[config.mk]
export PLATFORM = sky130hd
export DESIGN_NAME = mem_arbiter
export DESIGN_NICKNAME = d
export VERILOG_FILES = /design/src/rtl/mem_arbiter_pkg.sv /design/src/rtl/mem_arbiter.sv
export SDC_FILE = /design/constraint.sdc
export NUM_CORES = 1
export LEC_CHECK = 0
export ABC_AREA = 0
export CORE_ASPECT_RATIO = 0.8
export CORE_MARGIN = 10
export CORE_UTILIZATION = 45
export DETAILED_ROUTE_END_ITERATION = 10
export PLACE_DENSITY = 0.87
export SETUP_SLACK_MARGIN = 0.1
export SYNTH_ARGS = -nofsm -noshare
export SYNTH_HDL_FRONTEND = slang
export SYNTH_SLANG_ARGS = --single-unit
[constraint.sdc]
create_clock -name clk -period 2.55 [get_ports clk]
set_clock_uncertainty 0.15 [all_clocks]
set_input_delay 0.255 -clock clk [delete_from_list [all_inputs] [get_ports clk]]
set_output_delay 0.255 -clock clk [all_outputs]
set_load 0.01 [all_outputs]
[src/rtl/mem_arbiter_pkg.sv]
// Shared encodings for the instruction/data memory bus arbiter.
package mem_arbiter_pkg;

    typedef enum logic [1:0] {
        ArbIdle = 2'b00,
        ArbData = 2'b01,
        ArbInst = 2'b10,
        ArbDone = 2'b11
    } arb_state_t;

    localparam logic        ChipEnable   = 1'b1;
    localparam logic        ChipDisable  = 1'b0;
    localparam logic        WriteEnable  = 1'b1;
    localparam logic        WriteDisable = 1'b0;
    localparam logic [31:0] ZeroWord     = 32'h0000_0000;
    localparam logic [3:0]  SelAll       = 4'b1111;

endpackage

[src/rtl/mem_arbiter.sv]
// Sequences each pipeline beat onto one memory bus: data access first, then
// instruction fetch; stalls the pipeline until the beat completes.
module mem_arbiter
    import mem_arbiter_pkg::*;
#(
    parameter int ACK_TIMEOUT = 255
) (
    input  logic        clk,
    input  logic        rst,
    input  logic        inst_ce_i,
    input  logic [31:0] inst_addr_i,
    output logic [31:0] inst_data_o,
    input  logic        data_ce_i,
    input  logic        data_we_i,
    input  logic [31:0] data_addr_i,
    input  logic [3:0]  data_sel_i,
    input  logic [31:0] data_wdata_i,
    output logic [31:0] data_rdata_o,
    output logic        bus_ce_o,
    output logic        bus_we_o,
    output logic [31:0] bus_addr_o,
    output logic [3:0]  bus_sel_o,
    output logic [31:0] bus_wdata_o,
    input  logic [31:0] bus_rdata_i,
    input  logic        bus_ack_i,
    output logic        bus_err_o,
    output logic        stallreq_o
);

    localparam logic [7:0] TimeoutLast = 8'(ACK_TIMEOUT - 1);

    arb_state_t  r_state;
    arb_state_t  w_next;
    logic        r_inst_flag;
    logic [31:0] r_inst_addr;
    logic [7:0]  r_cnt;
    logic        r_err;
    logic        w_timeout;
    logic        w_xfer_end;
    logic [31:0] w_rdata;

    // A timeout is the cycle the counter would reach ACK_TIMEOUT; it acts as an ack.
    assign w_timeout  = ~bus_ack_i & (r_cnt == TimeoutLast);
    assign w_xfer_end = bus_ack_i | w_timeout;
    assign w_rdata    = w_timeout ? ZeroWord : bus_rdata_i;

    always_ff @(posedge clk) begin
        if (rst) r_state <= ArbIdle;
        else     r_state <= w_next;
    end

    always_comb begin
        w_next = r_state;
        case (r_state)
            ArbIdle: if (data_ce_i | inst_ce_i) w_next = data_ce_i ? ArbData : ArbInst;
            ArbData: if (w_xfer_end) w_next = r_inst_flag ? ArbInst : ArbDone;
            ArbInst: if (w_xfer_end) w_next = ArbDone;
            default: w_next = ArbIdle;
        endcase
    end

    always_comb begin
        stallreq_o = 1'b0;
        case (r_state)
            ArbIdle: stallreq_o = data_ce_i | inst_ce_i;
            ArbData,
            ArbInst: stallreq_o = 1'b1;
            default: stallreq_o = 1'b0;
        endcase
    end

    // Bus outputs, request latches, timeout counter and result registers.
    always_ff @(posedge clk) begin
        if (rst) begin
            r_inst_flag  <= 1'b0;
            r_inst_addr  <= ZeroWord;
            r_cnt        <= 8'd0;
            r_err        <= 1'b0;
            bus_ce_o     <= ChipDisable;
            bus_we_o     <= WriteDisable;
            bus_addr_o   <= ZeroWord;
            bus_sel_o    <= 4'b0000;
            bus_wdata_o  <= ZeroWord;
            bus_err_o    <= 1'b0;
            inst_data_o  <= ZeroWord;
            data_rdata_o <= ZeroWord;
        end else begin
            case (r_state)
                ArbIdle: begin
                    bus_err_o <= 1'b0;
                    if (data_ce_i | inst_ce_i) begin
                        r_inst_flag <= inst_ce_i;
                        r_inst_addr <= inst_addr_i;
                        r_cnt       <= 8'd0;
                        r_err       <= 1'b0;
                        bus_ce_o    <= ChipEnable;
                        if (data_ce_i) begin
                            bus_we_o    <= data_we_i;
                            bus_addr_o  <= data_addr_i;
                            bus_sel_o   <= data_sel_i;
                            bus_wdata_o <= data_wdata_i;
                        end else begin
                            bus_we_o    <= WriteDisable;
                            bus_addr_o  <= inst_addr_i;
                            bus_sel_o   <= SelAll;
                            bus_wdata_o <= ZeroWord;
                        end
                    end
                end
                ArbData: begin
                    if (w_xfer_end) begin
                        if (bus_we_o == WriteDisable) data_rdata_o <= w_rdata;
                        r_err <= r_err | w_timeout;
                        r_cnt <= 8'd0;
                        if (r_inst_flag) begin
                            bus_ce_o    <= ChipEnable;
                            bus_we_o    <= WriteDisable;
                            bus_addr_o  <= r_inst_addr;
                            bus_sel_o   <= SelAll;
                            bus_wdata_o <= ZeroWord;
                        end else begin
                            bus_ce_o    <= ChipDisable;
                            bus_we_o    <= WriteDisable;
                            bus_addr_o  <= ZeroWord;
                            bus_sel_o   <= 4'b0000;
                            bus_wdata_o <= ZeroWord;
                            bus_err_o   <= r_err | w_timeout;
                        end
                    end else begin
                        r_cnt <= r_cnt + 8'd1;
                    end
                end
                ArbInst: begin
                    if (w_xfer_end) begin
                        inst_data_o <= w_rdata;
                        r_err       <= r_err | w_timeout;
                        r_cnt       <= 8'd0;
                        bus_ce_o    <= ChipDisable;
                        bus_we_o    <= WriteDisable;
                        bus_addr_o  <= ZeroWord;
                        bus_sel_o   <= 4'b0000;
                        bus_wdata_o <= ZeroWord;
                        bus_err_o   <= r_err | w_timeout;
                    end else begin
                        r_cnt <= r_cnt + 8'd1;
                    end
                end
                default: begin
                    bus_err_o <= 1'b0;
                end
            endcase
        end
    end

endmodule

After elaboration in Yosys (flattened, before gate mapping). Cells that the tools add are included.

Flip-flop bits (word level): 179. Logic and storage cells: 80. Output and inout port bits: 136. RAM bits: 0. Memories: 0. Input port bits: 138. Latch bits: 0. Memory bits (read-only): 0.

Multiplexer cells: 40. Bitwise logic cells: 6. Divide/modulo/power cells: 0. Add/sub/neg operators: 1. $lt $le $gt $ge: 0. Multipliers: 0. Equality and inequality tests: 8. Shifts and indexed selects: 0. Reduce and logical (&&, ||, !) cells: 12.

Operators with widths (number): 32-bit 2-to-1 mux (8); 32-bit case mux with 3 select lines (1); 32-bit case mux with 2 select lines (1); 4-bit 2-to-1 mux (5); 8-bit 2-to-1 mux (2); 8-bit case mux with 2 select lines (1); 4-bit case mux with 3 select lines (1); 3-bit AND reduction (4); 1-bit 2-to-1 mux (11); 8-bit by 1-bit adder with 8-bit output (second input constant) (1); 8-bit equality test (second input constant) (1); 2-bit 2-to-1 mux (4); 2-bit inequality test (second input constant) (4); 1-bit case mux with 2 select lines (4); 2-bit case mux with 3 select lines (1); 2-bit AND reduction (3); 4-bit AND reduction (1); 1-bit bitwise OR (3); 1-bit case mux with 3 select lines (1); 3-bit nonzero test (1); 2-bit by 1-bit equality test with 1-bit output (second input constant) (1); 2-bit equality test (second input constant) (1); 2-bit zero test (1); 2-bit by 1-bit inequality test with 1-bit output (second input constant) (1); other kinds (4) (5).

Logic depth before layout (Yosys ltp).
Word-level depth: 6. Gate-level depth with buffers: 8. Gate-level depth less buffers: 6.

Worst setup path before layout. OpenSTA, ideal clock, no wires.

Kind: register -> output. Start: reg r_state[0]. End: out stallreq_o. Path buffers: 2. Stages on the path, launching flop included: 7. Arrival time: 1.544 ns. Required time: 2.145 ns. Slack: 0.601 ns. Path through: dfxtp_1 > inv_1 > ha_1 > clkbuf_1 > clkbuf_1 > nor2_1 > nor2_1.

Word-level cells in the longest chain between the ends: 3. Elaborated cells on any way between the ends: 5. Those cells by class: 2 x eq/ne; 1 x mux; 2 x reduce/logical.

RTL lines: start, declared (RTL line mem_arbiter.sv:32) `arb_state_t r_state;`; start signal, assigned (RTL line mem_arbiter.sv:48) `if (rst) r_state <= ArbIdle;`; start signal, assigned (RTL line mem_arbiter.sv:49) `else r_state <= w_next;`; 2-bit equality test / 2-bit by 1-bit equality test with 1-bit output (equally long branches) (RTL line mem_arbiter.sv:64) `case (r_state)`; 2-bit OR reduction (no line); 1-bit case mux with 2 select lines * (RTL line mem_arbiter.sv:64); end, declared (RTL line mem_arbiter.sv:27) `output logic stallreq_o`.

Mark *: on every way between the ends. The rest lies on a longest branch, timed or not.

Worst setup path after layout.
Start: reg r_state[1]. End: out stallreq_o.

Same word-level chain as after synthesis.

==> metrics.cfg <==
[outcome]
outcome=complete, no violations

[placement]
buffer_ports.inserted=273
post_dp_cell_area_um2=10500
globalplace.congestion=0.835
dpl.hpwl_um=17000
pre_cts_slack_ns=0.362

[setup_path]
path_cells=inv_1, ha_4, o21a_1, nor2_1, nor2_1, clkdlybuf4s50_1
startpoint_type=register
setup.worst_path.end_class=output port
cp.required_ns=2.14
timing.critical_path.mode_cell=sky130_fd_sc_hd__nor2_1
ff2ff_path_depth=6
worst-path-max-fanout=8
crit_slowest_cell=sky130_fd_sc_hd__clkdlybuf4s50_1
worst_ep_arrival_time_ns=1.94
timing_worst_setup_path_type=register to output port
max_stage_delay_ns=0.57

[cells_and_area]
finalNetCount=1260
count_of_filler_cells_inserted_in_the_layout=1301
finalCoreUtilization_pct=67.3
mostFrequentLayoutCells=271 x sky130_fd_sc_hd__clkdlybuf4s50_1, 203 x sky130_fd_sc_hd__nand2_1, 179 x sky130_fd_sc_hd__dfxtp_1
area.growth.synth_to_final_pct=46.7
commonest_non_fill_non_tap_cell_in_the_layout=sky130_fd_sc_hd__clkdlybuf4s50_1
post-route-cell-area_um2=11100
layout-drive-gt1-share_pct=6.38

[clock_network]
htree_levels=4
skew_pair_late_insertion_delay_ns=0.42
cts_tree=done
ctsLongestPathBuffers=2
tritoncts_num_sinks=179
cts-buffers-inserted=17
cts.clk_slew.worst_paths_ns=0.06
cts.root.buffer_cell=sky130_fd_sc_hd__clkbuf_16

[synth]
synth_top_family_by_area=compound AO/OA/AOI/OAI gates
synth_async_sr_flop_share_pct=0
synth_fp_nets=1018
synthesis.area_um2=7590
synthesized_area_fraction_occupied_by_and_or_nand_nor_cells_pct=15.1
synth-main-ff-cell=sky130_fd_sc_hd__dfxtp_1
post_synth_inst_count=874
synth_seq_cells=179
post_synth.cell_area_avg_um2=8.69
synth.yosys.warnings=0
netlist-cell-type-count=46
synthXorXnorAreaFrac_pct=0.807
synth_edf_count=0
synth_compound_area_share_pct=17.8
synth-adder-area-share_pct=0.988
seq_total_area_yosys_pct=47.2
yosys-mux-area-fraction_pct=13.3

[route]
drt.antenna.violating_nets=0
detail_route.wl_per_cell_um=18.0
route.vias.total=7183
remaining_drc_errors=0
1st_iter_drt_viols=437
totalWireLength_um=24300
drt_pass1_iterations=5
routed_via_density=5.32

[timing]
fin_crit_period_ns=2.34
final.setup.worst_slack_ns=0.206
final.setup.tns_ns=0
maxSlewViolCount=0
timing.max_slew.rel_slack_pct=53.3
report.final.setup_viol=0
grt_setup_unrepaired=no
fin_crit_sh_pct=91.9
hold_violation_total_from_the_final_report=0
hold-worst-slack_ns=0.102
worst_pin_slew_ns=0.700
fmax_mhz=427

[floorplan]
boundaryPins=274
die_height_um=136
core_area_um2=16600
initial_core_util_pct=45.9
die_area_um2=22500
die_w_um=165
placementRows=42

[power]
cellInternalPower_uw=7200
swShare_pct=36.0
sequentialPowerShare_pct=34.3
p_sw_uw=4060
vdd.ir_drop.worst_mv=0.562
power_leakage_uw=0.00410
power.density_cell_area_nw_per_um2=1010
pwr-share-comb_pct=41.7
power_frac_clock_pct=24.0

[global_route]
first_global_vias=6961
grt_pass1_wl_um=37800
number_of_antenna_violations_at_the_first_check_in_global_routing=0
grt_start_max_net_pins=70
gr_overflow_total=0
grt.total_usage_pct=20.7

[job]
max_cap_violations=0

[min_path]
worstHoldPathType=primary input to register
min_path_cells=4

-- cell families (layout without fill, tap and decap cells) --
family	after synthesis	after routing
DFF	179	179
other	0	1
AOI/OAI and AO/OA	225	225
xor gates and xnor gates	7	7
buffers and inverters	79	334
adders and majority gates	6	6
muxes	101	101
and+or+nand+nor	277	277
-- sequential cells by signal, summed over array words and instances, names as in the netlist --
name / count
bus_addr_o: 32
bus_ce_o: 1
bus_err_o: 1
bus_sel_o: 4
bus_wdata_o: 32
bus_we_o: 1
data_rdata_o: 32
inst_data_o: 32
r_cnt: 8
r_err: 1
r_inst_addr: 32
r_inst_flag: 1
r_state: 2
-- worst paths after layout --
path,start,end,slack (ns)
max,r_state[1],stallreq_o,0.21
min,data_ce_i,r_inst_flag,0.10
max reg2reg,r_cnt[1],data_rdata_o[3],0.38
min reg2reg,r_inst_addr[29],r_inst_addr[29],0.30
-- layout make-up --
cell class                      instances  area, um^2  area share [%]
Antenna cell                            1        2.50          0.0225
Clock inverter                         14         176            1.58
Multi-Input combinational cell        616        3680            33.0
Timing Repair Buffer                  295        2950            26.5
Sequential cell                       179        3580            32.2
Inverter                                7        27.5           0.247
Clock buffer                           18         439            3.94
Tap cell                              220         275            2.47
-- cells in the mapped netlist (11+ instances only) --
cell type                  number  area share, %
sky130_fd_sc_hd__o21ai_0       11           0.72
sky130_fd_sc_hd__a211oi_1      33            3.3
sky130_fd_sc_hd__o21ai_1       33            2.2
sky130_fd_sc_hd__nand2_1      203             10
sky130_fd_sc_hd__clkbuf_1      42            2.1
sky130_fd_sc_hd__dfxtp_1      179             47
sky130_fd_sc_hd__nor2_1        45            2.2
sky130_fd_sc_hd__buf_2         19            1.3
sky130_fd_sc_hd__mux2i_1      101             13
sky130_fd_sc_hd__o211ai_1      34            3.4
sky130_fd_sc_hd__a21oi_1      103            6.8
-- power groups by stage --
| stage | Combinational [uW] | Sequential (uW) | Clock (uW) |
|---|---|---|---|
| 6_report | 4690 | 3860 | 2710 |
| 5_1_grt | 5090 | 3930 | 2890 |
| 4_1_cts | 4680 | 3850 | 2770 |
| 3_5_place_dp | 4610 | 3900 | 0 |
| 3_3_place_gp | 4540 | 3870 | 0 |
| 2_1_floorplan | 2360 | 4120 | 0 |
-- worst max-delay path, delay by kind of cell (launching register included) --
kind / cells / cell delay, ns
adder cells (fa/ha/maj): 1 / 0.21
AND/OR/NAND/NOR: 2 / 0.12
buffers and inverters: 2 / 0.70
AO/OA/AOI/OAI: 1 / 0.15
flip-flops: 1 / 0.33
-- what timing repair did --
item / 4_1_cts / 5_1_grt
hold buffers: 1 / 0
gates resized for setup: 2 / 0
endpoints found under the setup margin: 1 / 1
hold endpoints to repair: 2 / 0
buffers inserted: 0 / 2
pin swaps: 0 / 1
-- stage by stage --
stage	power, uW	cells
6_report	11300	1350
4_1_cts	11300	1347
3_3_place_gp	8410	1314
3_5_place_dp	8520	1314
2_1_floorplan	6480	874
5_1_grt	11900	1349
-- metal layers --
layer / global-route usage (%) / up-vias / routed length (um)
met3: 6.92 / 23 / 2060
met1: 24.9 / 3411 / 9940
met2: 34.6 / 245 / 11900
met5: 0 / - / 0
li1: - / 3504 / -
met4: 6.04 / 0 / 329
No activity file was read; power rests on OpenSTA's default activity.
